[src/rtl/init_seq_pkg.sv]
// Shared definitions for the init/reset sequencer: FSM state codes and the
// counter width helper used to size saturating counters.
package init_seq_pkg;

    typedef enum logic [2:0] {
        ST_POR_WAIT  = 3'd0,
        ST_INIT_WAIT = 3'd1,
        ST_LOCK_WAIT = 3'd2,
        ST_RELEASE   = 3'd3,
        ST_RUN       = 3'd4
    } seq_state_t;

    // Bits needed to hold every value 0..max_val inclusive.
    function automatic int cnt_width(input int max_val);
        return $clog2(max_val + 1);
    endfunction

endpackage

[src/rtl/init_bit_sync.sv]
// Single-bit multi-flop synchronizer for the asynchronous init-monitor and
// CCC status lines; synchronous active-high reset clears every stage.
module init_bit_sync #(
    parameter int SYNC_STAGES = 2
) (
    input  logic clk,
    input  logic rst,
    input  logic d,
    output logic q
);

    logic [SYNC_STAGES-1:0] sync_q;

    always_ff @(posedge clk) begin
        if (rst) begin
            sync_q <= '0;
        end else begin
            sync_q <= {sync_q[SYNC_STAGES-2:0], d};
        end
    end

    assign q = sync_q[SYNC_STAGES-1];

endmodule

[src/rtl/init_reset_sequencer.sv]
// Ordered reset release for the MIV_RV32 subsystem: fabric peripherals first,
// then the core after a fixed delay, with sticky timeout/lock-loss flags.
module init_reset_sequencer
    import init_seq_pkg::*;
#(
    parameter int SYNC_STAGES         = 2,
    parameter int LOCK_FILTER         = 16,
    parameter int RELEASE_DELAY       = 64,
    parameter int INIT_TIMEOUT_CYCLES = 1048576,
    parameter int REQUIRE_SRAM        = 1,
    parameter int REQUIRE_USRAM       = 1
) (
    input  logic       CLK,
    input  logic       RESET,
    input  logic       FABRIC_POR_N,
    input  logic       DEVICE_INIT_DONE,
    input  logic       SRAM_INIT_DONE,
    input  logic       USRAM_INIT_DONE,
    input  logic       PLL_LOCK,
    output logic       FABRIC_RESET_N,
    output logic       CORE_RESET,
    output logic       INIT_DONE,
    output logic       INIT_TIMEOUT,
    output logic       LOCK_LOST,
    output logic [2:0] STATE
);

    localparam int N_IN = 5;
    localparam int LW   = cnt_width(LOCK_FILTER);
    localparam int RW   = cnt_width(RELEASE_DELAY);
    localparam int TW   = cnt_width(INIT_TIMEOUT_CYCLES);

    localparam logic [LW-1:0] LOCK_MAX = LW'(LOCK_FILTER);
    localparam logic [RW-1:0] REL_LAST = RW'(RELEASE_DELAY - 1);
    localparam logic [TW-1:0] TO_MAX   = TW'(INIT_TIMEOUT_CYCLES - 1);
    localparam logic [TW-1:0] TO_SET   = TW'(INIT_TIMEOUT_CYCLES - 2);

    logic [N_IN-1:0] async_in;
    logic [N_IN-1:0] synced;

    assign async_in = {PLL_LOCK, USRAM_INIT_DONE, SRAM_INIT_DONE,
                       DEVICE_INIT_DONE, FABRIC_POR_N};

    for (genvar i = 0; i < N_IN; i++) begin : g_sync
        init_bit_sync #(
            .SYNC_STAGES(SYNC_STAGES)
        ) u_sync (
            .clk (CLK),
            .rst (RESET),
            .d   (async_in[i]),
            .q   (synced[i])
        );
    end

    logic por_s;
    logic dev_s;
    logic sram_s;
    logic usram_s;
    logic lock_s;

    assign por_s   = synced[0];
    assign dev_s   = synced[1];
    assign sram_s  = synced[2];
    assign usram_s = synced[3];
    assign lock_s  = synced[4];

    logic init_ok;
    assign init_ok = dev_s
                   & (sram_s  | (REQUIRE_SRAM  == 0))
                   & (usram_s | (REQUIRE_USRAM == 0));

    // Lock filter; gating with lock_s drops lock_ok in the very cycle the
    // synced lock falls, before the counter itself has been cleared.
    logic [LW-1:0] lock_cnt;
    logic          lock_ok;

    always_ff @(posedge CLK) begin
        if (RESET) begin
            lock_cnt <= '0;
        end else if (!lock_s) begin
            lock_cnt <= '0;
        end else if (lock_cnt != LOCK_MAX) begin
            lock_cnt <= lock_cnt + 1'b1;
        end
    end

    assign lock_ok = lock_s && (lock_cnt == LOCK_MAX);

    seq_state_t    state;
    logic [RW-1:0] rel_cnt;

    always_ff @(posedge CLK) begin
        if (RESET) begin
            state          <= ST_POR_WAIT;
            FABRIC_RESET_N <= 1'b0;
            CORE_RESET     <= 1'b1;
            INIT_DONE      <= 1'b0;
            LOCK_LOST      <= 1'b0;
            rel_cnt        <= '0;
        end else if (!por_s) begin
            state          <= ST_POR_WAIT;
            FABRIC_RESET_N <= 1'b0;
            CORE_RESET     <= 1'b1;
            INIT_DONE      <= 1'b0;
        end else if (!init_ok &&
                     (state inside {ST_LOCK_WAIT, ST_RELEASE, ST_RUN})) begin
            state          <= ST_INIT_WAIT;
            FABRIC_RESET_N <= 1'b0;
            CORE_RESET     <= 1'b1;
            INIT_DONE      <= 1'b0;
        end else if (!lock_ok && (state inside {ST_RELEASE, ST_RUN})) begin
            state          <= ST_LOCK_WAIT;
            FABRIC_RESET_N <= 1'b0;
            CORE_RESET     <= 1'b1;
            INIT_DONE      <= 1'b0;
            LOCK_LOST      <= 1'b1;
        end else begin
            case (state)
                ST_POR_WAIT: begin
                    state <= ST_INIT_WAIT;
                end
                ST_INIT_WAIT: begin
                    if (init_ok) begin
                        state <= ST_LOCK_WAIT;
                    end
                end
                ST_LOCK_WAIT: begin
                    if (lock_ok) begin
                        state          <= ST_RELEASE;
                        FABRIC_RESET_N <= 1'b1;
                        rel_cnt        <= '0;
                    end
                end
                ST_RELEASE: begin
                    if (rel_cnt == REL_LAST) begin
                        state      <= ST_RUN;
                        CORE_RESET <= 1'b0;
                        INIT_DONE  <= 1'b1;
                    end else begin
                        rel_cnt <= rel_cnt + 1'b1;
                    end
                end
                ST_RUN: begin
                end
                default: begin
                    state          <= ST_POR_WAIT;
                    FABRIC_RESET_N <= 1'b0;
                    CORE_RESET     <= 1'b1;
                    INIT_DONE      <= 1'b0;
                end
            endcase
        end
    end

    // Timeout counter; the flag is set on the edge that brings to_cnt to
    // INIT_TIMEOUT_CYCLES-1, so both are visible together (needs >= 2).
    logic [TW-1:0] to_cnt;
    logic          in_wait;

    assign in_wait = (state == ST_INIT_WAIT) || (state == ST_LOCK_WAIT);

    always_ff @(posedge CLK) begin
        if (RESET) begin
            to_cnt       <= '0;
            INIT_TIMEOUT <= 1'b0;
        end else if (in_wait) begin
            if (to_cnt != TO_MAX) begin
                to_cnt <= to_cnt + 1'b1;
            end
            if (to_cnt == TO_SET) begin
                INIT_TIMEOUT <= 1'b1;
            end
        end else begin
            to_cnt <= '0;
        end
    end

    assign STATE = state;

endmodule

[config.mk]
export PLATFORM = sky130hd
export DESIGN_NAME = init_reset_sequencer
export DESIGN_NICKNAME = d
export VERILOG_FILES = /design/src/rtl/init_seq_pkg.sv /design/src/rtl/init_bit_sync.sv /design/src/rtl/init_reset_sequencer.sv
export SDC_FILE = /design/constraint.sdc
export NUM_CORES = 1
export LEC_CHECK = 0
export BUFFER_PORTS_ARGS = -buffer_cell sky130_fd_sc_hd__buf_2
export CORE_UTILIZATION = 35
export DETAILED_ROUTE_END_ITERATION = 6
export PLACE_DENSITY = 0.51
export SYNTH_ARGS = -nofsm -noshare
export SYNTH_HDL_FRONTEND = slang
export SYNTH_SLANG_ARGS = --single-unit
[constraint.sdc]
create_clock -name CLK -period 2 [get_ports CLK]
set_clock_uncertainty 0.05 [all_clocks]
set_input_delay 0.2 -clock CLK [delete_from_list [all_inputs] [get_ports CLK]]
set_output_delay 0.2 -clock CLK [all_outputs]
set_load 0.01 [all_outputs]
==> metrics.cfg, run 1 <==
[outcome]
outcome = finished clean

[clocking]
cts.path.max_buffers = 2
cts_tree = done
hold_buffers = 0
insertion_delay_ps = 300
clk_pin_slew_ps = 100
numClockSinks = 51
cts_made_buffers = 5
root_buffer = clkbuf_8
htreeDepth = 2
post-cts-setup-buffer-count = 0

[logic_synthesis]
synthArstFlopShare_pct = 0
syn_inst = 293
synth_edf_count = 0
yosysWarnings = 0
synth_top_cell_area_share_pct = 38.6
yosysSeqAreaShare_pct = 38.6
synth.area.top_cells = dfxtp_1, mux2i_1, nand2_1, nor2b_1, a21oi_1
ys.flop_type = dfxtp_1
synth.avg_cell_area_um2 = 9.02
synthesis.nets = 305
ys_types = 68
netlist_area_um2 = 2640
yosysTopAreaCell = dfxtp_1
ys_seq_elements = 51

[critical_path]
path_max_fanout = 9
critPathKind = register to register
crit_path_start_kind = register
crit_start = lock_cnt[0]$_SDFFE_PP0P_
r2r_end = CORE_RESET$_SDFFE_PP1P_
crit_arrival_ps = 1970
r2r_slack_ps = 180
r2r-start = lock_cnt[0]$_SDFFE_PP0P_
r2r_cells = 6
required_ps = 2150
crit_end = CORE_RESET$_SDFFE_PP1P_
endpoint_kind = register

[timing]
tightest_slew_ps = 479
max_freq_mhz = 548
slew_viol_final = 0
rsz0062_at_grt = false
timing.hold.ws_ps = 56.1
fin_crit_sh_pct = 91.2
post-route-min-period_ps = 1820
setup_tns_ps = 0
layout_setup_ws_ps = 176
relSlewSlack_pct = 68.0
setup_violations = 0
final_hold_viol_count = 0

[pwr]
leakage_uw = 0.00103
power_density_nw_per_um2 = 628
vdd_drop_max_mv = 0.342

[job]
maxCapViolCount = 0

[finish]
fin_cells = 405
area_delta_synth_final_pct = 10.3
nets = 317
final_cell_mix = dfxtp_1, nand2_1, nand3_1, a21oi_1, buf_2
final_layout_size_suffix_gt1_share_pct = 15.4
final_common_cell = dfxtp_1
antenna_cells = 0

[detailed_routing]
drtIter0Drc = 117
routedWlPerCell_um = 13.3
vias = 2157
wl_um = 5380
drtAntennaViolNets = 0
first_pass_iters = 4
drc = 0
via_per_inst = 5.33

[global_routing]
grt_use_total_pct = 14.8
grt_pass1_wl_um = 9250
grt_pass1_vias = 1994
gr-total-overflow = 0
antenna_found_initial = 0
grt_max_degree = 27

[hold_path]
hp-start = FABRIC_POR_N
min_path_type = primary input to register

[floorplan]
start_util_pct = 36.3
die_w_um = 88.9
io_pins = 15
core_area_um2 = 7290
die-area_um2 = 7900
dieHeight_um = 88.9
fp-row-count = 31

[placement]
place_inst = 397
pre_cts_slack_ps = 138
dp_hpwl_um = 3750
place_congestion = 0.776
portBuffers = 14

## kinds of logic (layout without fill, tap and decap cells)
kind of cell | after synthesis | after routing | synth area share [%]
buffers and inverters | 27 | 40 | 5.82
adder cells (fa/ha/maj) | 5 | 5 | 2.37
multiplexers | 11 | 11 | 4.16
AND/OR/NAND/NOR | 128 | 128 | 28.7
AO/OA/AOI/OAI | 66 | 66 | 18.6
flip-flops | 51 | 51 | 38.6
XOR/XNOR | 5 | 5 | 1.66
## synth_stat cells (all sizes together) (2+ instances only)
master	number
and4	4
a21boi	2
or3	4
o41ai	2
nor2	9
nor3	13
o21ai	11
dfxtp	51
o311ai	3
a21oi	14
nand2	29
a311oi	3
nand4	12
xor2	2
nand2b	8
nand3	14
ha	5
clkbuf	3
nand3b	2
mux2i	11
a31oi	4
o311a	2
buf	15
inv	9
xnor2	3
and2	3
a211oi	5
and3	10
a41oi	3
nor2b	13
a2bb2oi	2
## area by class of cell
cell class              count  area [um2]
repair buffers             23         138
clock buffers               6        82.6
fillers                   768        4380
well taps                  99         124
multi-input cells         215        1480
inverters                   9        33.8
clock inverters             2        35.0
flip-flops and latches     51        1020
## per-layer routing
layer / vias up / track usage [%] / share of wire, %
met5: - / 0 / 0
met4: 0 / 3.96 / 0.89
met3: 4 / 2.77 / 3.6
met2: 41 / 22.7 / 44
met1: 1006 / 21.2 / 52
li1: 1106 / - / -
## sequential cells by signal (all words and copies together) (netlist names)
register              flops
LOCK_LOST                 1
rel_cnt                   7
INIT_TIMEOUT              1
to_cnt                   21
INIT_DONE                 1
STATE                     3
lock_cnt                  5
FABRIC_RESET_N            1
g_sync.u_sync.sync_q     10
CORE_RESET                1
## worst max-delay path, stage by stage, from the launching register on
cell and delay, ps:
dfxtp_1 340, inv_1 90, ha_1 150, and4bb_4 300
a21boi_1 100, o311a_1 340, or3_1 340
## report_power, final
group | switching, uW | internal (uW)
logic | 29.3 | 21.8
clock network | 340 | 405
registers | 8.83 | 1030
total | 378 | 1450
## stage by stage
stage	power (uW)	cell area, um2	utilization, %
final	1830	2920	40.0
after global routing	1910	2920	40.0
after CTS	1860	2900	39.8
after detailed placement	1110	2790	38.2
after global placement	1110	2790	38.2
after floorplan	1090	2640	-
## worst min path at each step
stage                                       endpoint  slack (ps)  cells after the start
3_3_place_gp   g_sync[2].u_sync.sync_q[0]$_SDFF_PP0_         360                      2
6_report       g_sync[0].u_sync.sync_q[0]$_SDFF_PP0_          60                      2
2_1_floorplan  g_sync[0].u_sync.sync_q[0]$_SDFF_PP0_         280                      1
3_5_place_dp   g_sync[3].u_sync.sync_q[0]$_SDFF_PP0_         360                      2
4_1_cts        g_sync[2].u_sync.sync_q[0]$_SDFF_PP0_          40                      2
5_1_grt        g_sync[2].u_sync.sync_q[0]$_SDFF_PP0_          60                      2
## timing repair
| action | 4_1_cts | 5_1_grt |
|---|---|---|
| resized for setup | 0 | 2 |
| endpoints found under the hold margin | 0 | 0 |
| endpoints found under the setup margin | 0 | 2 |
Power figures use the tool's default switching activity.
==> inputs of run 2 (changes only) <==
Settings changed: CELL_PAD_IN_SITES_DETAIL_PLACEMENT from default to 1, CELL_PAD_IN_SITES_GLOBAL_PLACEMENT from default to 1, PLACE_DENSITY 0.51 to 0.62, REMOVE_ABC_BUFFERS from default to 1.
==> run 2 against run 1 <==
Net effect: critical path depth unchanged; flip-flop and latch count unchanged; first-iteration DRC count is 30% lower; hold slack worse by 26 ps; worst setup slack lost 72 ps; combinational power decreased by 1%; fmax decreased by 3.8%; critical path type unchanged; largest power group unchanged.
==> metrics.cfg, run 2 (same netlist as run 1, synthesis figures left out) <==
[critical_path]
critPathKind = register to register
required_ps = 2160
path_max_fanout = 11
crit_arrival_ps = 2050
r2r_slack_ps = 100
endpoint_kind = register
crit_path_start_kind = register

[finish]
final_layout_size_suffix_gt1_share_pct = 15.9
area_delta_synth_final_pct = 10.5
top_regs = to_cnt (21), g_sync.u_sync.sync_q (10), rel_cnt (7)
fillCellCount = 906
finish.instance_area_um2 = 2920
final_cell_mix = dfxtp_1, nand2_1, nand3_1, a21oi_1, buf_2
top_register = to_cnt
largest_register_ffs = 21
antenna_cells = 0
final_common_cell = dfxtp_1
nets = 319

[floorplan]
io_pins = 15
die-area_um2 = 7900
dieHeight_um = 88.9
core_area_um2 = 7290
fp-row-count = 31
die_w_um = 88.9
start_util_pct = 36.3

[timing]
fin_crit_sh_pct = 94.8
slew_viol_final = 0
rsz0062_at_grt = true
relSlewSlack_pct = 72.5
post-route-min-period_ps = 1900
setup_violations = 0
setup_tns_ps = 0
max_freq_mhz = 527
timing.hold.ws_ps = 30.2
tightest_slew_ps = 412
final_hold_viol_count = 0

[detailed_routing]
via_per_inst = 5.45
wl_um = 6200
first_pass_iters = 4
drc = 0
routedWlPerCell_um = 15.2
drtIter0Drc = 82
drtAntennaViolNets = 0
vias = 2220

[global_routing]
grt_use_total_pct = 17.2
grt_pass1_vias = 2110
gr-total-overflow = 0
grt_max_degree = 27
grt_pass1_wl_um = 10400
antenna_found_initial = 0

[placement]
portBuffers = 14
dp_hpwl_um = 4410
dpl_cell_area_um2 = 2780
place_congestion = 0.735

[pwr]
leakage_uw = 0.00104
vdd_drop_max_mv = 0.236
power_density_nw_per_um2 = 596

[outcome]
outcome = finished clean

[clocking]
cts_tree = done
cts_made_buffers = 5
cts.path.max_buffers = 2
root_buffer = clkbuf_8
clk_pin_slew_ps = 110
insertion_delay_ps = 320
hold_buffers = 0
htreeDepth = 2
numClockSinks = 51

[job]
maxCapViolCount = 0

[hold_path]
min_path_type = primary input to register

## run 2: timing repair
item                       CTS  global route
buffers inserted             0             3
gates resized for setup      1             3
setup endpoints to repair    1             4
## run 2: layout make-up
cell class / count / area (um2) / share of cell area, %
inverters: 9 / 33.8 / 1.16
clock buffers: 5 / 68.8 / 2.36
well taps: 99 / 124 / 4.24
multi-input cells: 215 / 1490 / 51.2
flip-flops and latches: 51 / 1020 / 35.0
clock inverters: 3 / 26.3 / 0.900
repair buffers: 25 / 153 / 5.23
## run 2: metal layers
| metal | up-vias | global-route usage [%] | wire length, um |
|---|---|---|---|
| met5 | - | 0 | 0 |
| met4 | 0 | 6.01 | 89 |
| met3 | 7 | 3.32 | 160 |
| met2 | 25 | 26.8 | 2800 |
| met1 | 1082 | 23.8 | 3150 |
| li1 | 1106 | - | - |
## run 2: final timing paths
kind                                               start                               endpoint  cells after the start
worst max-delay path            lock_cnt[0]$_SDFFE_PP0P_                CORE_RESET$_SDFFE_PP1P_                      6
worst min-delay path                    DEVICE_INIT_DONE  g_sync[1].u_sync.sync_q[0]$_SDFF_PP0_                      2
worst max register to register  lock_cnt[0]$_SDFFE_PP0P_                CORE_RESET$_SDFFE_PP1P_                      6
worst min register to register   rel_cnt[6]$_SDFFE_PP0P_                rel_cnt[6]$_SDFFE_PP0P_                      2
## run 2: stage by stage
step	total power [uW]	utilization (%)	setup slack (ps)	cells
after floorplan	1080	-	-1.94	275
after global placement	1110	38.1	93.7	396
after detailed placement	1110	38.1	-5.87	396
after CTS	1770	39.4	54.1	404
after global routing	1820	40.0	-2.90	407
final	1740	40.0	104	407
## run 2: power breakdown
group          switching [uW]  leakage (uW)  internal, uW  total (uW)
registers                8.90      0.000413          1030        1040
clock network             395     0.0000491           259         653
logic                    31.3      0.000573          19.3        50.6
total                     435       0.00104          1300        1740
## run 2: critical path, cell delays in order (launching register included)
cell and delay, ps:
dfxtp_1 350, inv_1 100, ha_1 160, and4bb_4 320, a21boi_1 110, o311a_1 340, or3_1 360
